`src/rtl/rtc_slave.sv`:
```
// Memory-mapped BCD real-time clock: prescaled seconds tick, hh:mm:ss time, uptime counter.
// Optional alarm compare/flag logic is built only when RTC_ALARM_EN is defined.
`timescale 1ns/1ps
module rtc_slave #(
    parameter int CLK_FREQ        = 50000000,
    parameter int SLAVEADDR_WIDTH = 24
) (
    input  logic                       clk,
    input  logic                       rst,
    input  logic                       slave_rd,
    input  logic [SLAVEADDR_WIDTH-1:0] slave_raddr,
    output logic [31:0]                slave_rdata,
    input  logic                       slave_wr,
    input  logic [SLAVEADDR_WIDTH-1:0] slave_waddr,
    input  logic [31:0]                slave_wdata,
    output logic                       sec_pulse,
    output logic                       alarm_irq
);

    localparam int PW = (CLK_FREQ > 2) ? $clog2(CLK_FREQ) : 1;
    localparam logic [PW-1:0] PTERM = PW'(CLK_FREQ - 1);

    localparam logic [1:0] A_TIME   = 2'd0;
    localparam logic [1:0] A_CTRL   = 2'd1;
    localparam logic [1:0] A_UPTIME = 2'd2;
    localparam logic [1:0] A_ALARM  = 2'd3;

    function automatic logic [7:0] bcd_fix(input logic [7:0] f, input logic [7:0] maxv);
        // Valid BCD digits compare correctly as plain hex against the BCD limit.
        if (f[7:4] > 4'd9 || f[3:0] > 4'd9 || f > maxv) return 8'h00;
        return f;
    endfunction

    function automatic logic [7:0] bcd_inc(input logic [7:0] f);
        if (f[3:0] == 4'd9) return {f[7:4] + 4'd1, 4'd0};
        return {f[7:4], f[3:0] + 4'd1};
    endfunction

    logic [PW-1:0] presc_q, presc_d;
    logic [7:0]    hh_q, mm_q, ss_q, hh_d, mm_d, ss_d;
    logic [7:0]    hh_nx, mm_nx, ss_nx;
    logic [31:0]   uptime_q, uptime_d;
    logic          run_q, run_d;
    logic [31:0]   rdata_q, rdata_d;
    logic          pulse_q, pulse_d;
    logic          tick, tick_eff, time_wr, ctrl_wr;
    logic [31:0]   ctrl_rd, alarm_rd;

    assign time_wr  = slave_wr && (slave_waddr[3:2] == A_TIME);
    assign ctrl_wr  = slave_wr && (slave_waddr[3:2] == A_CTRL);
    assign tick     = run_q && (presc_q == PTERM);
    // A TIME write swallows a coincident tick entirely.
    assign tick_eff = tick && !time_wr;

    always_comb begin
        ss_nx = (ss_q == 8'h59) ? 8'h00 : bcd_inc(ss_q);
        mm_nx = mm_q;
        hh_nx = hh_q;
        if (ss_q == 8'h59) begin
            mm_nx = (mm_q == 8'h59) ? 8'h00 : bcd_inc(mm_q);
            if (mm_q == 8'h59) hh_nx = (hh_q == 8'h23) ? 8'h00 : bcd_inc(hh_q);
        end
    end

    always_comb begin
        presc_d  = presc_q;
        hh_d     = hh_q;
        mm_d     = mm_q;
        ss_d     = ss_q;
        uptime_d = uptime_q;
        run_d    = run_q;
        pulse_d  = tick_eff;
        if (run_q) presc_d = tick ? '0 : presc_q + PW'(1);
        if (time_wr) begin
            presc_d = '0;
            hh_d    = bcd_fix(slave_wdata[23:16], 8'h23);
            mm_d    = bcd_fix(slave_wdata[15:8],  8'h59);
            ss_d    = bcd_fix(slave_wdata[7:0],   8'h59);
        end else if (tick) begin
            hh_d     = hh_nx;
            mm_d     = mm_nx;
            ss_d     = ss_nx;
            uptime_d = uptime_q + 32'd1;
        end
        if (ctrl_wr) run_d = slave_wdata[0];
    end

`ifdef RTC_ALARM_EN
    logic [23:0] alarm_q, alarm_d;
    logic        alen_q, alen_d;
    logic        flag_q, flag_d;
    logic        match;

    assign match = tick_eff && alen_q && ({hh_nx, mm_nx, ss_nx} == alarm_q);

    always_comb begin
        alarm_d = alarm_q;
        alen_d  = alen_q;
        flag_d  = flag_q;
        if (slave_wr && (slave_waddr[3:2] == A_ALARM)) alarm_d = slave_wdata[23:0];
        if (ctrl_wr) begin
            alen_d = slave_wdata[1];
            if (slave_wdata[2]) flag_d = 1'b0;
        end
        if (match) flag_d = 1'b1;
    end

    always_ff @(posedge clk) begin
        if (rst) begin
            alarm_q <= '0;
            alen_q  <= 1'b0;
            flag_q  <= 1'b0;
        end else begin
            alarm_q <= alarm_d;
            alen_q  <= alen_d;
            flag_q  <= flag_d;
        end
    end

    assign ctrl_rd   = {29'd0, flag_q, alen_q, run_q};
    assign alarm_rd  = {8'h00, alarm_q};
    assign alarm_irq = flag_q & alen_q;
`else
    assign ctrl_rd   = {31'd0, run_q};
    assign alarm_rd  = 32'd0;
    assign alarm_irq = 1'b0;
`endif

    always_comb begin
        rdata_d = rdata_q;
        if (slave_rd) begin
            case (slave_raddr[3:2])
                A_TIME:   rdata_d = {8'h00, hh_q, mm_q, ss_q};
                A_CTRL:   rdata_d = ctrl_rd;
                A_UPTIME: rdata_d = uptime_q;
                default:  rdata_d = alarm_rd;
            endcase
        end
    end

    always_ff @(posedge clk) begin
        if (rst) begin
            presc_q  <= '0;
            hh_q     <= 8'h00;
            mm_q     <= 8'h00;
            ss_q     <= 8'h00;
            uptime_q <= '0;
            run_q    <= 1'b1;
            rdata_q  <= '0;
            pulse_q  <= 1'b0;
        end else begin
            presc_q  <= presc_d;
            hh_q     <= hh_d;
            mm_q     <= mm_d;
            ss_q     <= ss_d;
            uptime_q <= uptime_d;
            run_q    <= run_d;
            rdata_q  <= rdata_d;
            pulse_q  <= pulse_d;
        end
    end

    assign slave_rdata = rdata_q;
    assign sec_pulse   = pulse_q;

    logic unused_bits;
    assign unused_bits = ^{slave_raddr[SLAVEADDR_WIDTH-1:4], slave_raddr[1:0],
                           slave_waddr[SLAVEADDR_WIDTH-1:4], slave_waddr[1:0],
                           slave_wdata[31:24]};

endmodule
```
`config.mk`:
```
export PLATFORM = sky130hd
export DESIGN_NAME = rtc_slave
export DESIGN_NICKNAME = d
export VERILOG_FILES = /design/src/rtl/rtc_slave.sv
export SDC_FILE = /design/constraint.sdc
export NUM_CORES = 1
export LEC_CHECK = 0
export BUFFER_PORTS_ARGS = -buffer_cell sky130_fd_sc_hd__buf_4
export CAP_MARGIN = 40
export CORE_UTILIZATION = 52
export CTS_BUF_LIST = sky130_fd_sc_hd__clkbuf_4
export CTS_CLUSTER_DIAMETER = 100
export DETAILED_ROUTE_END_ITERATION = 8
export HOLD_SLACK_MARGIN = 0.03
export PLACE_DENSITY = 0.81
export SETUP_SLACK_MARGIN = 0.5
export SYNTH_ARGS = -nofsm -noshare
export SYNTH_HDL_FRONTEND = slang
export SYNTH_SLANG_ARGS = --single-unit
export TNS_END_PERCENT = 30
```
`constraint.sdc`:
```
create_clock -name clk -period 1.9 [get_ports clk]
set_input_delay 0.19 -clock clk [delete_from_list [all_inputs] [get_ports clk]]
set_output_delay 0.19 -clock clk [all_outputs]
set_load 0.05 [all_outputs]
```
==> out/qor.yml, run 1 <==
synth_cell_type_count: 66
core_region_area_sq_um: 11400
drv_cap: 0
num_vias: 6547
crit_path_start_kind: "flop"
synth-main-ff-cell: "dfxtp_1"
htreeDepth: 4
critPathArrivalTime_ns: 2.53
required_ns: 2.37
die_w_um: 110
fin_cells: 1065
start_util_pct: 53.2
clock_sinks: 116
drc: 0
hp-class: "in -> reg"
slowest_delay_ns: 0.39
cp-end-kind: "flop"
grt_pass1_wl_mm: 28.7
drive_gt1_share_pct: 35.4
max-clock-path-buffers: 2
vias_per_cell: 6.15
dp_hpwl_mm: 12.5
first_pass_iters: 6
antenna_found_initial: 0
grt_max_degree: 45
drtIter0Drc: 651
post-route-cell-area_sq_um: 8450
ff_latch_area_sq_um: 2370
layout_min_cycle_time_ns: 2.05
dp.cells: 996
ys_warn_count: 0
synth_area_per_cell_sq_um: 8.37
synth_area_leader_cell: "dfxtp_1"
synth_seq_area_share_pct: 38.2
synth_edf_count: 0
ios: 118
die_h_um: 110
worst_slew_pin_slew_ns: 0.562
synth_fp_nets: 824
numCtsBuffers: 17
slew-limit-headroom_pct: 62.5
setup_viol: 22
fmax_ghz: 0.487
gp_congestion: 0.880
crit_type: "reg -> reg"
status: "complete, but fails checks"
synthArstFlopShare_pct: 0
die_area_sq_um: 12100
vdd_drop_max_mv: 0.513
power.leakage_uw: 0.00334
ys_ff_latch: 116
syn_inst: 726
synth.area.top_cells: "dfxtp_1 (38%), a21oi_1 (6.3%), nor2_1 (4.6%), mux2_2 (3.3%), nand3_1 (3.3%)"
yosysTopAreaCellShare_pct: 38.2
crit_path_max_fanout: 4
syn_to_final_growth_pct: 39.0
cp_num_buf_inv: 2
root_buffer: "clkbuf_4"
syn_area_sq_um: 6080
drt-total-wl_mm: 19.4
grt_usage_pct: 31.0
grt_setup_unrepaired: "true"
avgRoutedWirePerCell_um: 18.2
clkTransAtPathRegs_ns: 0.10
finalCritPeriodShare_pct: 108
finalMaxSlewViolations: 0
io_buffer_count: 64
slowest_stage: "or3_1"
place_area_sq_um: 7450
grt_overflow_total: 0
violations: "negative setup slack"
finalPower_uw: 4920
pre_cts_ws_ns: -0.0816
nFillCells: 774
hold_viol_final: 0
final_nets: 1007
ant_nets: 0
power_density_nw_per_um2: 583
cts_tree: "yes"
grt_pass1_vias: 6049
reg2reg_slack_ns: -0.15
worst_slack_ns: -0.155
path_cells: "inv_1, ha_1, nand3b_1, nor4_4, buf_4, nand4_1, or3_1, a21oi_1"
row_count: 39
clk-insertion-delay-late_ns: 0.54
multi_input_area_sq_um: 3900
fin_skew_ns: 0.0164
num_antenna_cells: 0
final_core_util_pct: 74.0
critPathTopFamily: "simple AND/OR/NAND/NOR gates"
flip-flops by register name, summed over array words and instances (netlist names):
signal       count
sec_pulse        1
ss_q             8
run_q            1
slave_rdata     32
hh_q             8
uptime_q        32
presc_q         26
mm_q             8
where the power goes:
group          switching, uW  total [uW]  leakage, uW  internal (uW)
clock                    948        2090     0.000174           1140
sequential              19.0        2470     0.000951           2450
combinational            214         370      0.00221            156
cell type report:
class	count	share of cell area (%)
Multi-Input combinational cell	555	46.1
Sequential cell	116	28.0
Timing Repair Buffer	200	19.1
Clock inverter	15	2.28
Tap cell	143	2.12
Clock buffer	17	1.51
Inverter	19	0.874
final timing paths:
check,start,to,depth (start not counted)
max reg2reg,mm_q[5]$_SDFFE_PP0P_,hh_q[6]$_SDFFE_PP0P_,8
max,mm_q[5]$_SDFFE_PP0P_,hh_q[6]$_SDFFE_PP0P_,8
min reg2reg,slave_rdata[24]$_SDFFE_PP0P_,slave_rdata[24]$_SDFFE_PP0P_,2
min,slave_wdata[18],hh_q[2]$_SDFFE_PP0P_,4
Yosys cell counts (3+ instances only):
cell	count
dfxtp_1	116
and3_1	10
mux2i_1	6
nor4b_1	3
or4_1	17
o22ai_1	3
nand3_1	40
nor4_1	4
xor2_1	19
nor2_1	74
buf_6	3
or3_1	11
nand4_1	28
ha_1	14
o31ai_1	22
nor2b_1	27
xnor2_1	9
inv_1	19
mux2_2	18
and2_1	3
clkbuf_1	30
nor3_1	9
o221ai_1	3
nand3b_1	8
a21oi_1	77
o21ai_0	31
nand4_2	3
and4_1	9
nand2_1	47
nand2b_1	11
nor3b_1	4
nand4b_1	4
what timing repair did:
item / 4_1_cts / 5_1_grt
endpoints found under the setup margin: 82 / 82
cloned: 0 / 3
hold buffers: 15 / 0
gates resized for setup: 36 / 59
pin swaps: 19 / 47
hold endpoints to repair: 14 / 0
setup buffers: 0 / 19
per-stage QoR:
stage / TNS [ns] / hold slack, ns
floorplan: 0 / 0.299
global placement: -0.322 / 0.414
detailed placement: -1.08 / 0.414
CTS: -0.742 / 0.0366
global route: -3.47 / 0.0636
finish: -1.54 / 0.0858
worst min-delay path, stage by stage:
cell and delay [ns]:
buf_4 0.12, nand3_1 0.06, o22a_1 0.13, o31ai_1 0.07
cell usage in the layout, fill, tap and decap left out, types with 6 or more instances in the layout:
master / n
buf_4: 169
inv_1: 16
and3_1: 9
and4_1: 7
clkinv_1: 6
a21oi_2: 7
dfxtp_1: 87
nand3_4: 6
nand3_1: 36
or4_1: 12
o31ai_1: 21
o21ai_0: 27
dlygate4sd3_1: 15
clkbuf_4: 17
dfxtp_2: 25
mux2_2: 18
nand4_1: 28
nand2_1: 46
nor2b_1: 27
buf_6: 13
nor2_1: 69
ha_1: 12
xnor2_1: 9
nand3b_1: 8
xor2_1: 18
a21oi_1: 70
mux2i_1: 6
or3_1: 10
nand2b_1: 11
cell families (layout without fill, tap and decap cells):
group	Yosys count	count (layout)	share of synthesized area, %
adder cells (fa/ha/maj)	14	14	2.88
multiplexers	24	24	4.32
other	1	1	0.0617
flip-flops	116	116	38.2
buffers and inverters	57	251	4.01
AND/OR/NAND/NOR	329	331	31.1
XOR/XNOR	28	28	4.03
AO/OA/AOI/OAI	157	157	15.4
metal layers:
metal	vias up	part of all wire (%)	global-route usage [%]
li1	3023	-	-
met1	3126	40	38.2
met2	318	49	51.8
met3	80	7.0	5.88
met4	0	3.8	15.7
met5	-	0	0
Power figures use the tool's default switching activity.
==> run 2, diff against run 1 <==
- PLACE_DENSITY: 0.81 -> 0.79
==> out/qor.yml, run 2 (synthesized netlist as in run 1, its figures left out) <==
status: "complete, but fails checks"
violations: "negative setup slack"
clock_sinks: 116
first_pass_iters: 6
fin_cells: 1072
cp-end-kind: "flop"
htreeDepth: 4
grt_setup_unrepaired: "true"
vdd_drop_max_mv: 0.363
critPathArrivalTime_ns: 2.61
crit_path_max_fanout: 7
crit_type: "reg -> reg"
io_buffer_count: 64
finalCritPeriodShare_pct: 112
final_common_cell: "buf_4"
clkTransAtPathRegs_ns: 0.10
grt_max_degree: 70
setup_viol: 37
numCtsBuffers: 17
vias_per_cell: 6.18
drc: 0
final_nets: 1013
grt_pass1_wl_mm: 29.5
slew-limit-headroom_pct: 49.8
drive_gt1_share_pct: 39.1
core_region_area_sq_um: 11400
cts_tree: "yes"
finalPower_uw: 4380
required_ns: 2.39
drv_cap: 0
gp_congestion: 0.925
fmax_ghz: 0.472
power_density_nw_per_um2: 506
dp.cells: 999
hp-class: "in -> reg"
hold_ws_ns: 0.0441
clk-insertion-delay-late_ns: 0.57
antenna_found_initial: 0
grt_overflow_total: 0
worst_slack_ns: -0.220
num_vias: 6630
ios: 118
root_buffer: "clkbuf_4"
worst_slew_pin_slew_ns: 0.753
row_count: 39
layout_min_cycle_time_ns: 2.12
syn_to_final_growth_pct: 42.4
final_core_util_pct: 75.8
die_w_um: 110
grt_usage_pct: 31.8
crit_path_start_kind: "flop"
avgRoutedWirePerCell_um: 18.8
fin_skew_ns: 0.0225
ant_nets: 0
die_area_sq_um: 12100
max-clock-path-buffers: 2
drt-total-wl_mm: 20.2
finalMaxSlewViolations: 0
dp_hpwl_mm: 12.3
grt_pass1_vias: 6179
start_util_pct: 53.2
hold_viol_final: 0
drtIter0Drc: 688
die_h_um: 110
power.leakage_uw: 0.00330
layout_common_cells: "buf_4 (173), dfxtp_1 (92), a21oi_1 (71)"
run 2: layout make-up:
cell class	instances	area, sq um
Fill cell	735	2770
Sequential cell	116	2360
Clock inverter	8	36.3
Tap cell	143	179
Antenna cell	1	2.50
Clock buffer	24	180
Inverter	19	73.8
Multi-Input combinational cell	555	4150
Timing Repair Buffer	206	1670
run 2: timing repair:
action                                 in CTS  in global routing
gates resized for setup                    65                 90
hold buffers                               13                  0
setup endpoints to repair                  82                 82
cloned                                      2                  0
pin swaps                                  58                 50
endpoints found under the hold margin      13                  0
setup buffers                              12                 13
run 2: worst max-delay path, stage by stage, from the launching register on:
cell and delay (ns):
dfxtp_2 0.35, nor4b_4 0.35, buf_4 0.19, nand4_4 0.11, or3_4 0.40, or4_1 0.51, a21oi_1 0.14
run 2: metrics by stage:
stage | TNS [ns] | worst slack [ns] | cell area (sq um)
3_5_place_dp | -2.88 | -0.168 | 7470
6_report | -2.73 | -0.220 | 8650
5_1_grt | -4.32 | -0.206 | 8650
3_3_place_gp | -0.839 | -0.0603 | 7470
4_1_cts | -0.905 | -0.106 | 8200
2_1_floorplan | 0 | 0.0362 | 6190
run 2: worst paths after layout:
check,startpoint,end,slack (ns),cells past startpoint
worst max-delay path,presc_q[18]$_SDFFE_PP0P_,uptime_q[20]$_SDFFE_PP0P_,-0.22,6
worst min-delay path,slave_wdata[4],ss_q[4]$_SDFFE_PP0P_,0.04,4
worst max register to register,presc_q[18]$_SDFFE_PP0P_,uptime_q[20]$_SDFFE_PP0P_,-0.22,6
worst min register to register,slave_rdata[31]$_SDFFE_PP0P_,slave_rdata[31]$_SDFFE_PP0P_,0.48,2
run 2: routing by layer:
layer / track usage [%] / wire (um) / part of all wire (%)
met1: 37.7 / 7940 / 39
met2: 54.4 / 10200 / 50
met3: 7.17 / 1330 / 6.6
met4: 14.9 / 737 / 3.7
met5: 0 / 0 / 0
run 2: power breakdown:
part,leakage [uW],internal (uW),switching [uW]
combinational,0.00223,163,229
sequential,0.000948,2450,20.3
clock,0.000126,592,927
total,0.00330,3200,1180
==> run 3, diff against run 2 <==
- PLACE_DENSITY: 0.79 -> not set
- PLACE_DENSITY_LB_ADDON: not set -> 0.25
==> out/qor.yml, run 3 (synthesized netlist as in run 1, its figures left out) <==
drive_gt1_share_pct: 37.4
crit_type: "reg -> reg"
root_buffer: "clkbuf_4"
p_seq_share_pct: 56.1
drc: 0
fin_skew_ns: 0.0198
hold_ws_ns: 0.0225
clkTransAtPathRegs_ns: 0.10
worst_slew_pin_slew_ns: 0.543
numCtsBuffers: 17
clock_sinks: 116
ant_nets: 0
final_common_cell: "buf_4"
required_ns: 2.38
grt_overflow_total: 0
vias_per_cell: 6.08
io_buffer_count: 64
core_region_area_sq_um: 11400
grt_pass1_vias: 6086
power.share.clock_pct: 35.2
cts_tree: "yes"
post-route-cell-area_sq_um: 8480
fin_cells: 1071
drt-total-wl_mm: 19.2
layout_common_cells: "buf_4 (180), dfxtp_1 (82), nor2_1 (70)"
slew-limit-headroom_pct: 63.7
slowest_delay_ns: 0.48
status: "complete, but fails checks"
finalMaxSlewViolations: 0
worst_slack_ns: -0.0860
pre_cts_ws_ns: -0.124
die_w_um: 110
path_cells: "nor4b_4, buf_4, nand4_4, or3_4, or4_1, a21oi_1"
drv_cap: 0
grt_setup_unrepaired: "true"
critPathArrivalTime_ns: 2.46
syn_to_final_growth_pct: 39.5
num_vias: 6515
clk-insertion-delay-late_ns: 0.56
die_h_um: 110
internal_power_uw: 3240
dp_hpwl_mm: 12.5
slowest_stage: "or4_1"
setup_viol: 18
grt_pass1_wl_mm: 28.7
grt_max_degree: 43
hp-class: "in -> reg"
num_antenna_cells: 0
place_area_sq_um: 7480
power.leakage_uw: 0.00334
hold_depth: 5
violations: "negative setup slack"
hold_viol_final: 0
cp-end-kind: "flop"
start_util_pct: 53.2
crit_path_max_fanout: 7
drtIter0Drc: 596
finalCritPeriodShare_pct: 105
final_nets: 1016
combPwrFrac_pct: 8.8
row_count: 39
htreeDepth: 4
antenna_found_initial: 1
ios: 118
avgRoutedWirePerCell_um: 18.0
fmax_ghz: 0.504
die_area_sq_um: 12100
layout_min_cycle_time_ns: 1.99
max-clock-path-buffers: 2
gp_congestion: 0.900
p_sw_uw: 1160
reg2reg_depth: 6
power_density_nw_per_um2: 518
dp.cells: 1000
first_pass_iters: 6
crit_path_start_kind: "flop"
swShare_pct: 26.3
vdd_drop_max_mv: 0.340
grt_usage_pct: 30.6
run 3: cell count changes in the layout (fill, tap and decap cells not counted), sizes merged:
cell / change
clkbuf: -5
clkinv: +2
buf: +1
bufinv: +1
clkinvlp: -1
diode: -1
dlygate4sd3: +1
nand3: +1
run 3: cell type report:
cell class                 count  area, sq um
sequential                   116         2380
timing repair buffer         208         1680
fill                         807         2940
clock buffer                  19          143
multi-input combinational    556         3960
clock inverter                10         68.8
tap                          143          179
inverter                      19         71.3
run 3: final timing paths:
check / startpoint / endpoint / slack (ns)
worst min register to register: slave_rdata[31]$_SDFFE_PP0P_ / slave_rdata[31]$_SDFFE_PP0P_ / 0.47
worst max-delay path: presc_q[16]$_SDFFE_PP0P_ / uptime_q[20]$_SDFFE_PP0P_ / -0.09
worst max register to register: presc_q[16]$_SDFFE_PP0P_ / uptime_q[20]$_SDFFE_PP0P_ / -0.09
worst min-delay path: slave_wdata[17] / hh_q[1]$_SDFFE_PP0P_ / 0.02
run 3: power by group through the flow:
stage	sequential, uW	combinational, uW	clock, uW
finish	2460	385	1540
global route	2470	413	1660
CTS	2470	361	1540
detailed placement	2520	322	0
global placement	2520	315	0
floorplan	2530	171	0
run 3: timing repair:
item,in CTS,in global routing
gates resized for setup,43,69
hold buffers,14,0
setup endpoints to repair,82,82
pin swaps,45,39
gates cloned,2,1
endpoints found under the hold margin,21,0
setup buffers,12,13
run 3: routing by layer:
| layer | track usage (%) | up-vias | wire [um] |
|---|---|---|---|
| li1 | - | 3038 | - |
| met1 | 37.4 | 3094 | 7670 |
| met2 | 50.6 | 323 | 9460 |
| met3 | 8.05 | 60 | 1610 |
| met4 | 14.0 | 0 | 514 |
| met5 | 0 | - | 0 |
run 3: critical path, delay by kind of cell, from the launching register on:
family | cells | cell delay (ns)
AND/OR/NAND/NOR | 4 | 1.26
flip-flops | 1 | 0.35
buffers and inverters | 1 | 0.17
AO/OA/AOI/OAI | 1 | 0.13
run 3: through the flow:
stage | total power [uW] | TNS (ns) | util (%)
2_1_floorplan | 2700 | 0 | -
3_3_place_gp | 2840 | -0.678 | 65.5
3_5_place_dp | 2850 | -1.63 | 65.5
4_1_cts | 4370 | -0.306 | 71.2
5_1_grt | 4540 | -2.59 | 74.2
6_report | 4390 | -0.651 | 74.2
